[src/rtl/sram_pkg.sv]
// Shared types and helpers for the dual-port node-store RAM with a clear engine.
package sram_pkg;

   typedef enum logic [0:0] {
      StIdle,
      StClear
   } clr_state_t;

   function automatic int unsigned read_latency(input int unsigned out_reg);
      return 1 + ((out_reg != 0) ? 1 : 0);
   endfunction

   function automatic logic in_range(input int unsigned addr, input int unsigned depth);
      return addr < depth;
   endfunction

endpackage

[src/rtl/sram_clr_fsm.sv]
// Clear engine: walks a pointer over every entry after reset or on request.
module sram_clr_fsm
   import sram_pkg::*;
#(
   parameter int unsigned DEPTH      = 8,
   parameter int unsigned ADDR_WIDTH = 3
) (
   input  logic                  clk,
   input  logic                  rst,
   input  logic                  clr_req,
   output logic                  busy,
   output logic                  clr_we,
   output logic [ADDR_WIDTH-1:0] clr_addr
);

   localparam logic [ADDR_WIDTH-1:0] LastPtr = ADDR_WIDTH'(DEPTH - 1);

   clr_state_t            state_q, state_d;
   logic [ADDR_WIDTH-1:0] ptr_q, ptr_d;

   always_ff @(posedge clk) begin
      if (rst) begin
         state_q <= StClear;
         ptr_q   <= '0;
      end else begin
         state_q <= state_d;
         ptr_q   <= ptr_d;
      end
   end

   always_comb begin
      state_d  = state_q;
      ptr_d    = ptr_q;
      busy     = 1'b0;
      clr_we   = 1'b0;
      clr_addr = ptr_q;
      unique case (state_q)
         StIdle: begin
            if (clr_req) begin
               state_d = StClear;
               ptr_d   = '0;
            end
         end
         StClear: begin
            busy   = 1'b1;
            clr_we = 1'b1;
            if (ptr_q == LastPtr) begin
               state_d = StIdle;
               ptr_d   = '0;
            end else begin
               ptr_d = ptr_q + 1'b1;
            end
         end
         default: begin
            state_d = StClear;
            ptr_d   = '0;
         end
      endcase
   end

endmodule

[src/rtl/sram_dp_clr.sv]
// Simple dual-port RAM (A writes, B reads) with clear engine, read-valid pipeline and bypass.
module sram_dp_clr
   import sram_pkg::*;
#(
   parameter int unsigned            ADDR_WIDTH = 3,
   parameter int unsigned            DATA_WIDTH = 34,
   parameter int unsigned            DEPTH      = 8,
   parameter logic [DATA_WIDTH-1:0] INIT_VALUE = '0,
   parameter int unsigned            BYPASS     = 1,
   parameter int unsigned            OUT_REG    = 0
) (
   input  logic                  clk,
   input  logic                  rst,
   input  logic                  clr_req,
   output logic                  busy,
   input  logic                  we_a,
   input  logic [ADDR_WIDTH-1:0] addr_a,
   input  logic [DATA_WIDTH-1:0] data_a,
   input  logic                  rd_en_b,
   input  logic [ADDR_WIDTH-1:0] addr_b,
   output logic [DATA_WIDTH-1:0] q_b,
   output logic                  rd_valid_b
);

   localparam int unsigned Lat = read_latency(OUT_REG);

   logic [DATA_WIDTH-1:0] mem [DEPTH];

   logic                  clr_we;
   logic [ADDR_WIDTH-1:0] clr_addr;
   logic                  acc_wr, acc_rd, a_ok, b_ok, collide;
   logic                  wr_en;
   logic [ADDR_WIDTH-1:0] wr_addr;
   logic [DATA_WIDTH-1:0] wr_data, rd_data;
   logic [DATA_WIDTH-1:0] q1_q;
   logic                  v1_q;

   sram_clr_fsm #(
      .DEPTH      (DEPTH),
      .ADDR_WIDTH (ADDR_WIDTH)
   ) u_clr_fsm (
      .clk      (clk),
      .rst      (rst),
      .clr_req  (clr_req),
      .busy     (busy),
      .clr_we   (clr_we),
      .clr_addr (clr_addr)
   );

   always_comb begin
      acc_wr  = we_a && !busy;
      acc_rd  = rd_en_b && !busy;
      a_ok    = in_range(32'(addr_a), DEPTH);
      b_ok    = in_range(32'(addr_b), DEPTH);
      collide = acc_wr && a_ok && (addr_a == addr_b) && (BYPASS != 0);
      // Clear writes only occur while busy, so they never race a port-A write.
      wr_en   = clr_we || (acc_wr && a_ok);
      wr_addr = clr_we ? clr_addr : addr_a;
      wr_data = clr_we ? INIT_VALUE : data_a;
      rd_data = INIT_VALUE;
      if (b_ok) rd_data = collide ? data_a : mem[addr_b];
   end

   always_ff @(posedge clk) begin
      if (wr_en) mem[wr_addr] <= wr_data;
   end

   always_ff @(posedge clk) begin
      if (rst) begin
         v1_q <= 1'b0;
         q1_q <= '0;
      end else begin
         v1_q <= acc_rd;
         if (acc_rd) q1_q <= rd_data;
      end
   end

   if (Lat == 2) begin : g_out_reg
      logic [DATA_WIDTH-1:0] q2_q;
      logic                  v2_q;

      always_ff @(posedge clk) begin
         if (rst) begin
            v2_q <= 1'b0;
            q2_q <= '0;
         end else begin
            v2_q <= v1_q;
            if (v1_q) q2_q <= q1_q;
         end
      end

      assign q_b        = q2_q;
      assign rd_valid_b = v2_q;
   end else begin : g_no_out_reg
      assign q_b        = q1_q;
      assign rd_valid_b = v1_q;
   end

endmodule

[config.mk]
export PLATFORM = sky130hd
export DESIGN_NAME = sram_dp_clr
export DESIGN_NICKNAME = d
export VERILOG_FILES = /design/src/rtl/sram_pkg.sv /design/src/rtl/sram_clr_fsm.sv /design/src/rtl/sram_dp_clr.sv
export SDC_FILE = /design/constraint.sdc
export NUM_CORES = 1
export LEC_CHECK = 0
export BUFFER_PORTS_ARGS = -buffer_cell sky130_fd_sc_hd__buf_2
export CORE_UTILIZATION = 30
export DETAILED_ROUTE_END_ITERATION = 10
export GPL_ROUTABILITY_DRIVEN = 1
export SYNTH_ARGS = -nofsm -noshare
export SYNTH_HDL_FRONTEND = slang
export SYNTH_SLANG_ARGS = --single-unit
[constraint.sdc]
create_clock -name clk -period 10.7 [get_ports clk]
set_clock_uncertainty 0.2 [all_clocks]
set_input_delay 3.21 -clock clk [delete_from_list [all_inputs] [get_ports clk]]
set_output_delay 3.21 -clock clk [all_outputs]
set_load 0.01 [all_outputs]
### Word-level counts from Yosys, hierarchy flattened

Memory sizes are Yosys's and may differ from the RTL's. A register that Yosys moved wholly into a read port is not among the register bits.
Cells that the tools add are included.

* flip-flop bits (word level): 5
* memory bits (writable): 272
* input bits: 45
* output and inout port bits: 36
* memories kept: 1

* add/sub/neg operators: 1
* equal/unequal tests: 2
* muxes and demuxes: 11
* bitwise logic cells: 1
* reductions and logical operators: 4

Memory list
* mem: words 8, bits a word 34, read ports 1, clocked after memory_dff 1, wr ports 1, line sram_dp_clr.sv:27 `logic [DATA_WIDTH-1:0] mem [DEPTH];`

Operators by type and width (count)
* 2-to-1 mux 34 bit: 1
* 2-to-1 mux 3 bit: 3
* case mux 3 bit (2 select lines): 1
* 2-to-1 mux 1 bit: 5
* adder 3 x 1 -> 3 bit (second input constant): 1
* equality test 3 bit (second input constant): 1
* logical AND 1 bit: 2
* inequality test 2 bit (second input constant): 1
* case mux 1 bit (2 select lines): 1
* zero test 1 bit: 1
* logical OR 1 bit: 1
* NOT 1 bit: 1

### Depth between registers and ports, before layout

Gate-level depths: netlist of the first run.

* word-level depth: 6
* mapped depth: 7
* depth with buffers taken out: 5

### Hierarchy

A second synthesis of the first run with hierarchy kept.

* cells, all modules: 661
* area, all modules: 12087.8 um2

Modules (own cells, without submodules)
* sram_dp_clr: times used 1, cells an instance 641, area an instance 11885.1 um2
* sram_clr_fsm: times used 1, cells an instance 20, area an instance 202.7 um2

### Worst setup path after synthesis of the first run

No wires, ideal clock.

* path type: input port to flip-flop
* from: input port we_a
* to: memory mem[1][0] (enable)
* arrival: 4956 ps
* data required time: 10075 ps
* slack: 5119 ps
* stages: 3
* buffers on the path: 0
* path through: nor2b_1 > a22oi_1 > nor2_1

* word-level cells in the longest chain between the ends: 4

Ends and longest elaborated chain
* from (decl): line sram_dp_clr.sv:16 `input logic we_a,`
* logical AND 1 bit: line sram_dp_clr.sv:51 `acc_wr = we_a && !busy;`
* logical OR 1 bit: line sram_dp_clr.sv:57 `wr_en = clr_we || (acc_wr && a_ok);`
* 2-to-1 mux 1 bit: line sram_dp_clr.sv:65 `if (wr_en) mem[wr_addr] <= wr_data;`
* 2-to-1 mux 1 bit (implied by the code): line sram_dp_clr.sv:65
* to (decl): line sram_dp_clr.sv:27

Every way passes these cells.

==> results of run 1 <==
-- worst paths after layout --
kind / start / end / slack, ns / cells past startpoint
max reg2reg: u_clr_fsm.state_q / q_b[20] / 7.47 / 7
max: addr_b[1] / q_b[12] / 5.33 / 6
min reg2reg: q_b[0] / q_b[0] / 0.26 / 2
min: q_b[0] / q_b[0] / 0.26 / 2
-- power groups by stage --
stage	Combinational [W]	Clock [W]	Sequential (W)
after detailed placement	0.000191	0	0.00140
after CTS	0.000192	0.00113	0.00137
after global routing	0.000202	0.00117	0.00138
final	0.000189	0.00111	0.00137
after floorplan	0.000114	0	0.00140
after global placement	0.000189	0	0.00140
-- placed cells by master, fill, tap and decap left out, drive strengths merged, types with 3 or more instances in the layout --
cell,count
o41ai,7
nor3,4
mux4,14
inv,7
nand3,27
a31oi,7
o211ai,27
clkinvlp,3
mux2,7
buf,96
or4,27
edfxtp,272
dfxtp,39
nor2,14
a21oi,5
o21ai,7
clkinv,11
nor2b,39
nand2,61
a32oi,4
mux2i,110
clkbuf,44
a22oi,55
-- through the flow --
step                      utilization, %  hold WS, ns  cells  power, W  area [um^2]
final                              35.82       0.2633   1436  0.002666        14760
after global routing               35.81       0.2812   1435  0.002747        14760
after CTS                          35.81       0.2672   1435  0.002691        14760
after detailed placement           33.26       0.2473   1374  0.001589        13700
after global placement             33.26       0.2487   1374  0.001585        13700
after floorplan                        -       0.2827    800  0.001510        12630
-- cell type report --
class / count / area share [%]
clock inverters: 17 / 0.8902
diodes: 1 / 0.01696
clock buffers: 44 / 6.231
well taps: 532 / 4.510
inverters: 5 / 0.1272
multi-input cells: 430 / 24.01
repair buffers: 96 / 3.569
flip-flops and latches: 311 / 60.64
-- sequential cells by signal, summed over array words and instances, names as in the netlist --
name / count
mem: 272
q_b: 34
rd_valid_b: 1
u_clr_fsm.clr_addr: 3
u_clr_fsm.state_q: 1
-- routing by layer --
layer | track usage (%) | vias to the layer above
met5 | 0 | -
met4 | 4.014 | 8
met3 | 3.623 | 53
met2 | 24.88 | 250
met1 | 17.86 | 3660
li1 | - | 3299
-- critical path: cells and delay by family --
kind	cells	cell delay, ns
muxes	1	0.19
AOI/OAI and AO/OA	2	0.46
buffers and inverters	2	1.44
and+or+nand+nor	1	0.10
-- cell families (layout without fill, tap and decap cells) --
| kind of cell | Yosys count | after routing |
|---|---|---|
| AND/OR/NAND/NOR | 177 | 177 |
| flip-flops | 311 | 311 |
| buffers and inverters | 59 | 162 |
| XOR/XNOR | 4 | 4 |
| AO/OA/AOI/OAI | 116 | 116 |
| adder cells (fa/ha/maj) | 2 | 2 |
| multiplexers | 131 | 131 |
| other | 0 | 1 |
==> impl_metrics.yaml, run 1 <==
place:
  io_buffers: 80
  place.gp.congestion: 0.7002
  post-place-ws_ns: 4.850
  dp_hpwl_um: 15830
clock_network:
  cts_hold_buf: 0
  numClockSinks: 311
  cts_resized: 0
  clk_latency_ns: 0.50
  cts_tree: "done"
  cts_setup_buffers: 0
  cts_buffers: 34
  clk_pin_slew_worst_paths_ns: 0.06
  clk_path_buf_depth: 3
  cts.root.buffer_cell: "clkbuf_16"
  h-tree-depth: 2
run:
  cap_violations: 0
critical_path:
  slowest_stage: "buf_4"
  critical_path.cell_chain: "buf_6 -> buf_4 -> mux2i_1 -> a22oi_1 -> nand3_1 -> o211ai_1"
  crit_path_end_kind: "register"
  start_kind: "primary input"
  cp_data_arrival_time_ns: 5.60
  crit_type: "in2reg"
  cp_slowest_stage_delay_ns: 0.91
  cp_max_fo: 61
  cp.required_ns: 10.93
yosys:
  synthTopCellsByArea: "edfxtp_1 (65%), mux2i_1 (8.6%), dfxtp_1 (6.2%)"
  yosysMostFrequentCell: "edfxtp_1"
  avgSynthCellArea_um2: 15.79
  ys_ff_latch: 311
  synth_area_um2: 12630
  synth_top_family_by_area: "multiplexers"
  netlist_instances: 800
  yosysSeqAreaShare_pct: 70.86
  async_flop_share_pct: 0
  synth_compound_area_share_pct: 7.094
  synth_edf_count: 272
  netlist_top_cells_count: "edfxtp_1 (272), mux2i_1 (109), nand2_1 (61)"
  synth_xor_area_share_pct: 0.3369
  synth.distinct_cells: 40
  yosys_warnings: 0
  yosys.area_share.adder_pct: 0.1982
  synth_top_area_share_pct: 64.68
  synth_simple_gate_area_share_pct: 7.451
  synth.area.mux_share_pct: 11.94
  synth_ff_type: "edfxtp_1"
  synth_nets: 847
  yosysTopAreaCell: "edfxtp_1"
power_and_ir_drop:
  ir_drop_mv: 0.08379
  pwr-share-seq_pct: 51.4
  powerDensity_nw_per_um2: 180.6
  switchingPower_w: 0.0006091
  clock_power_share_pct: 41.5
  p_sw_share_pct: 22.85
  p_leak_nw: 5.122
  internal_power_w: 0.002057
  p_comb_share_pct: 7.1
grt:
  grt_max_degree: 63
  overflow: 0
  grt_pass1_wl_um: 46760
  grt_pass1_vias: 7456
  antenna_found_initial: 5
  grt_usage_pct: 14.42
timing:
  fin_ws_ns: 5.333
  setup_violations: 0
  min_period_ns: 5.367
  worstMarginPinSlew_ns: 1.093
  hold_violations: 0
  slew_violations: 0
  relSlewSlack_pct: 27.12
  final.period_utilization_pct: 50.16
  rsz0062_at_grt: "no"
  fmax_mhz: 186.3
  setup_tns_ns: 0
routing:
  final_antenna_net_count: 0
  initialDrtViolationCount: 734
  num_vias: 7270
  routed_wl_um: 31030
  wl_met3_um: 2367
  dr_wl_met2_um: 15610
  drc: 0
  wl_per_cell_um: 21.61
  drtPass1Iterations: 5
  top_layer: "met5"
  detail_route.vias_per_cell: 5.063
  wl_met1_um: 12470
floorplanning:
  num_rows: 74
  initial_core_util_pct: 30.65
  die_y_um: 207.2
  die_w_um: 207.2
  core_um2: 41200
  num_io_pins: 81
  fp.dieArea_um2: 42920
min_path:
  hold_class: "reg2reg"
layout:
  fillers: 3886
  area_growth_pct: 16.86
  multi_input_area_um2: 3543
  drive_gt1_share_pct: 22.04
  regArea_um2: 8950
  nets: 925
run_status:
  status: "finished clean"
Power figures use the tool's default switching activity.
==> inputs of run 2 (changes only) <==
--- a/config.mk
+++ b/config.mk
@@ -5,6 +5,7 @@
 export SDC_FILE = /design/constraint.sdc
 export NUM_CORES = 1
 export LEC_CHECK = 0
+export ABC_AREA = 1
 export BUFFER_PORTS_ARGS = -buffer_cell sky130_fd_sc_hd__buf_2
 export CORE_UTILIZATION = 30
 export DETAILED_ROUTE_END_ITERATION = 10
==> constraint.sdc (replaced) <==
create_clock -name clk -period 5.5 [get_ports clk]
set_clock_uncertainty 0.2 [all_clocks]
set_input_delay 1.65 -clock clk [delete_from_list [all_inputs] [get_ports clk]]
set_output_delay 1.65 -clock clk [all_outputs]
set_load 0.01 [all_outputs]
==> run 2 against run 1 <==
  * Worst setup slack got worse by 3.0 ns
  * Synthesized cell count is 69% higher
  * Sequential power is 96% higher
  * Routed wire length up 5.3%
  * Largest cell class unchanged
  * Global-route usage rose by 0.13 points
  * Count of clock-buffer cells in the layout is 9 lower
  * Design area increased by 4.1%
  * Power increased by 93%
  * Hold slack improved by 0.036 ns
  * Via count increased by 25%
  * Clock power grew 83%
==> impl_metrics.yaml, run 2 <==
critical_path:
  worst_r2r_path_depth: 6
  worst-r2r-setup-slack_ns: 2.47
  critical-path-top-delay-family: "simple AND/OR/NAND/NOR gates"
  cp.required_ns: 5.58
  cp_slowest_stage_delay_ns: 0.76
  r2r-end: "mem[2][7]"
  crit_type: "in2reg"
  r2r_start: "u_clr_fsm.state_q"
  path_depth: 5
  slowest_stage: "nor2_4"
  cp_max_fo: 23
  start_kind: "primary input"
  cp_data_arrival_time_ns: 3.29
  crit_path_end_kind: "register"
  path_buf_inv: 2
  critical_path.cell_chain: "buf_2 -> or2_1 -> nand3_1 -> nor2_4 -> buf_4"
yosys:
  synth_edf_count: 272
  avgSynthCellArea_um2: 9.934
  synth_top_area_share_pct: 60.77
  yosysTopAreaCell: "edfxtp_1"
  yosys_warnings: 0
  netlist_top_cells_count: "nand2_1 (430), edfxtp_1 (272), nand3_1 (261)"
  yosysMostFrequentCell: "nand2_1"
  synth_nets: 1400
  async_flop_share_pct: 0
  yosysSeqAreaShare_pct: 66.58
  synthTopCellsByArea: "edfxtp_1 (61%), nand2_1 (12%), nand3_1 (9.7%)"
  synth_ff_type: "edfxtp_1"
  synth_area_um2: 13440
  synth.distinct_cells: 24
  ys_ff_latch: 311
  netlist_instances: 1353
clock_network:
  cts_setup_buffers: 0
  cts_hold_buf: 0
  cts_buffers: 31
  clk_path_buf_depth: 3
  numClockSinks: 311
  h-tree-depth: 1
  clk_latency_ns: 0.57
  cts_resized: 0
  cts.root.buffer_cell: "clkbuf_16"
  clk_pin_slew_worst_paths_ns: 0.06
  cts_tree: "done"
floorplanning:
  die_y_um: 213.7
  initial_core_util_pct: 30.39
  die_w_um: 213.7
  num_rows: 77
  core_um2: 44220
  fp.dieArea_um2: 45650
  num_io_pins: 81
routing:
  wl_per_cell_um: 16.11
  final_antenna_net_count: 0
  detail_route.vias_per_cell: 4.492
  drtPass1Iterations: 5
  drc: 0
  num_vias: 9110
  routed_wl_um: 32670
  initialDrtViolationCount: 669
power_and_ir_drop:
  pwr-share-seq_pct: 52.2
  switchingPower_w: 0.001236
  p_comb_share_pct: 8.3
  ir_drop_mv: 0.1880
  p_total_w: 0.005139
  powerDensity_nw_per_um2: 334.4
  internal_power_w: 0.003903
  p_sw_share_pct: 24.05
  p_leak_nw: 6.436
  clock_power_share_pct: 39.4
grt:
  antenna_found_initial: 3
  grt_max_degree: 120
  grt_pass1_vias: 9092
  grt_usage_pct: 14.55
  grt_pass1_wl_um: 50930
  overflow: 0
min_path:
  holdPathStages: 2
  hp-start: "u_clr_fsm.clr_addr[1]"
  hold_end: "u_clr_fsm.clr_addr[1]"
  hold_class: "reg2reg"
timing:
  rsz0062_at_grt: "no"
  setup_tns_ns: 0
  hold_violations: 0
  slew_violations: 0
  fin_ws_ns: 2.297
  min_period_ns: 3.203
  final.period_utilization_pct: 58.24
  holdWs_ns: 0.2993
  relSlewSlack_pct: 31.65
  setup_violations: 0
  worstMarginPinSlew_ns: 1.024
  fmax_mhz: 312.2
place:
  io_buffers: 80
  place.gp.congestion: 0.7750
  post-place-ws_ns: 1.651
  dp_hpwl_um: 17960
layout:
  area_growth_pct: 14.35
  layout_common_cells: "nand2_1 (430), edfxtp_1 (272), nand3_1 (261)"
  drive_gt1_share_pct: 12.67
  nets: 1458
  final_common_cell: "nand2_1"
  n_antenna_cell: 0
  largest_register_ff_count: 272
  largest_register: "mem"
run:
  cap_violations: 0
run_status:
  status: "finished clean"
-- run 2: through the flow --
| stage | utilization, % | cell area, um^2 | std cells |
|---|---|---|---|
| after floorplan | - | 13440 | 1353 |
| after global placement | 32.56 | 14400 | 1970 |
| after detailed placement | 32.56 | 14400 | 1970 |
| after CTS | 34.76 | 15370 | 2028 |
| after global routing | 34.76 | 15370 | 2028 |
| final | 34.76 | 15370 | 2028 |
-- run 2: power by group through the flow --
stage	logic, W	clock network, W	registers [W]
finish	0.000428	0.00203	0.00268
global route	0.000479	0.00216	0.00269
CTS	0.000437	0.00207	0.00268
detailed placement	0.000435	0	0.00273
global placement	0.000429	0	0.00273
floorplan	0.000290	0	0.00273
-- run 2: final cells by class --
cell class / count / area [um^2]
inverters: 140 / 531.8
fillers: 4415 / 28850
clock buffers: 35 / 790.8
multi-input cells: 825 / 3583
repair buffers: 102 / 593.1
flip-flops and latches: 311 / 8950
clock inverters: 23 / 180.2
well taps: 592 / 740.7
-- run 2: worst register-to-register path, cell delays in order, from the launching register on --
cell and delay (ns):
dfxtp_2 0.37, buf_4 0.55, nand2_1 0.22, nand2_1 0.11, nand2_1 0.23, nor2_4 0.72, buf_4 0.33
-- run 2: kinds of logic (layout without fill, tap and decap cells) --
group                      count (synthesis)  after routing  synth area share (%)
AOI/OAI and AO/OA                          5              5                0.1862
adders and majority gates                  2              2                0.1862
buffers and inverters                    217            300                 7.205
DFF                                      311            311                 66.58
and+or+nand+nor                          818            818                 25.84
-- run 2: worst max-delay path by stage --
stage	endpoint	slack (ns)	from
6_report	mem[3][5]	2.30	we_a
5_1_grt	q_b[24]	2.11	addr_b[2]
4_1_cts	mem[3][2]	2.26	we_a
3_5_place_dp	mem[3][8]	1.65	we_a
3_3_place_gp	mem[3][3]	1.67	we_a
2_1_floorplan	mem[4][0]	1.49	addr_a[2]
-- run 2: per-layer routing --
layer / routed length (um) / part of all wire (%) / GRT usage [%] / vias to the layer above
met5: 37 / 0.11 / 0 / -
met4: 762 / 2.3 / 4.778 / 6
met3: 1803 / 5.5 / 2.534 / 55
met2: 16010 / 49 / 25.72 / 210
met1: 14060 / 43 / 17.93 / 4289
li1: - / - / - / 4550
==> inputs of run 3 (changes only) <==
==> constraint.sdc (replaced) <==
create_clock -name clk -period 3.2 [get_ports clk]
set_clock_uncertainty 0.2 [all_clocks]
set_input_delay 0.96 -clock clk [delete_from_list [all_inputs] [get_ports clk]]
set_output_delay 0.96 -clock clk [all_outputs]
set_load 0.01 [all_outputs]
==> run 3 against run 2 <==
  * The flow now finishes with violations (DRC)
  * Flip-flop and latch count is the same
  * First-iteration DRC count shrank 14%
  * Combinational power increased by 80%
  * Global-route usage decreased by 0.23 points
  * Worst setup slack lost 1.8 ns
==> impl_metrics.yaml, run 3 (same netlist as run 2, synthesis figures left out) <==
floorplanning:
  num_rows: 77
  core_um2: 44220
  fp.dieArea_um2: 45650
  initial_core_util_pct: 30.39
  die_y_um: 213.7
  die_w_um: 213.7
  num_io_pins: 81
critical_path:
  critical_path.cell_chain: "buf_4 -> buf_2"
  r2r_start: "u_clr_fsm.state_q"
  r2r-end: "q_b[12]"
  start_kind: "register"
  worst-r2r-setup-slack_ns: 0.95
  cp.required_ns: 2.04
  slowest_stage: "dfxtp_2"
  cp_data_arrival_time_ns: 1.53
  cp_max_fo: 20
  cp_slowest_stage_delay_ns: 0.43
  worst_r2r_path_depth: 10
  crit_path_end_kind: "output port"
  crit_type: "reg2out"
clock_network:
  numClockSinks: 311
  cts_tree: "done"
  cts_hold_buf: 0
  cts_setup_buffers: 0
  clk_pin_slew_worst_paths_ns: 0.06
  clk_latency_ns: 0.55
  cts_resized: 0
  clk_path_buf_depth: 3
  h-tree-depth: 1
  cts_buffers: 31
  cts.root.buffer_cell: "clkbuf_16"
layout:
  final_common_cell: "nand2_1"
  utilization_pct: 35.22
  drive_gt1_share_pct: 13.11
  largest_register_ff_count: 272
  layout_common_cells: "nand2_1 (430), edfxtp_1 (272), nand3_1 (261)"
  nets: 1471
  largest_register: "mem"
  area_growth_pct: 15.88
  fillers: 4367
power_and_ir_drop:
  p_leak_nw: 6.531
  ir_drop_mv: 0.3798
  powerDensity_nw_per_um2: 570.4
routing:
  drtPass1Iterations: 8
  wl_per_cell_um: 15.86
  routed_wl_um: 32390
  drc: 2
  final_antenna_net_count: 0
  num_vias: 9225
  initialDrtViolationCount: 575
  detail_route.vias_per_cell: 4.518
timing:
  setup_tns_ns: 0
  setup_violations: 0
  rsz0062_at_grt: "no"
  holdWs_ns: 0.3137
  slew_violations: 0
  min_period_ns: 2.687
  hold_violations: 0
  worstMarginPinSlew_ns: 0.6594
  fmax_mhz: 372.2
  final.period_utilization_pct: 83.97
  relSlewSlack_pct: 55.88
grt:
  grt_pass1_vias: 8915
  grt_max_degree: 69
  antenna_found_initial: 3
  overflow: 0
  grt_pass1_wl_um: 50270
  grt_usage_pct: 14.33
place:
  dp_hpwl_um: 18400
  place.gp.congestion: 0.7602
  io_buffers: 80
min_path:
  holdPathStages: 2
  hold_class: "reg2reg"
  hp-start: "u_clr_fsm.clr_addr[2]"
  hold_end: "u_clr_fsm.clr_addr[2]"
run:
  cap_violations: 0
run_status:
  violations: "DRC"
  status: "finished with violations"
## run 3: area by class of cell
cell class                      instances  area, um^2  share of cell area, %
Sequential cell                       311        8950                  57.46
Multi-Input combinational cell        825        3583                  23.01
Clock buffer                           45       868.3                  5.575
Timing Repair Buffer                  115       778.2                  4.997
Tap cell                              592       740.7                  4.756
Inverter                              140       531.8                  3.414
Clock inverter                         13       120.1                 0.7712
Antenna cell                            1       2.502                0.01607
## run 3: power breakdown
part / total (W) / internal, W / switching, W
Clock: 0.00350 / 0.00204 / 0.00147
Sequential: 0.00461 / 0.00457 / 0.0000412
Combinational: 0.000769 / 0.000224 / 0.000545
Total: 0.00888 / 0.00683 / 0.00205
## run 3: metrics by stage
step,cells,cell area [um^2],power (W),setup slack [ns]
floorplan,1353,13440,0.005196,-0.1190
global placement,1983,14580,0.005467,0.5140
detailed placement,1983,14580,0.005478,0.4915
CTS,2041,15570,0.008975,0.4525
global route,2042,15570,0.009203,0.4222
finish,2042,15570,0.008884,0.5130
## run 3: worst max-delay path: cells and delay by family, from the launching register on
kind | cells | cell delay (ns)
DFF | 1 | 0.43
buffers and inverters | 2 | 0.54
## run 3: worst max-delay path by stage
stage	startpoint	to	cells past startpoint
final	u_clr_fsm.state_q	busy	2
after global routing	u_clr_fsm.state_q	busy	2
after CTS	u_clr_fsm.state_q	busy	2
after detailed placement	addr_b[0]	q_b[12]	10
after global placement	addr_b[0]	q_b[3]	9
after floorplan	addr_a[2]	mem[4][0]	6
## run 3: per-layer routing
metal	up-vias	global-route usage (%)	routed length, um
met5	-	0	23
li1	4582	-	-
met2	178	25.01	15630
met1	4405	17.88	14290
met3	56	2.827	1664
met4	4	4.187	774
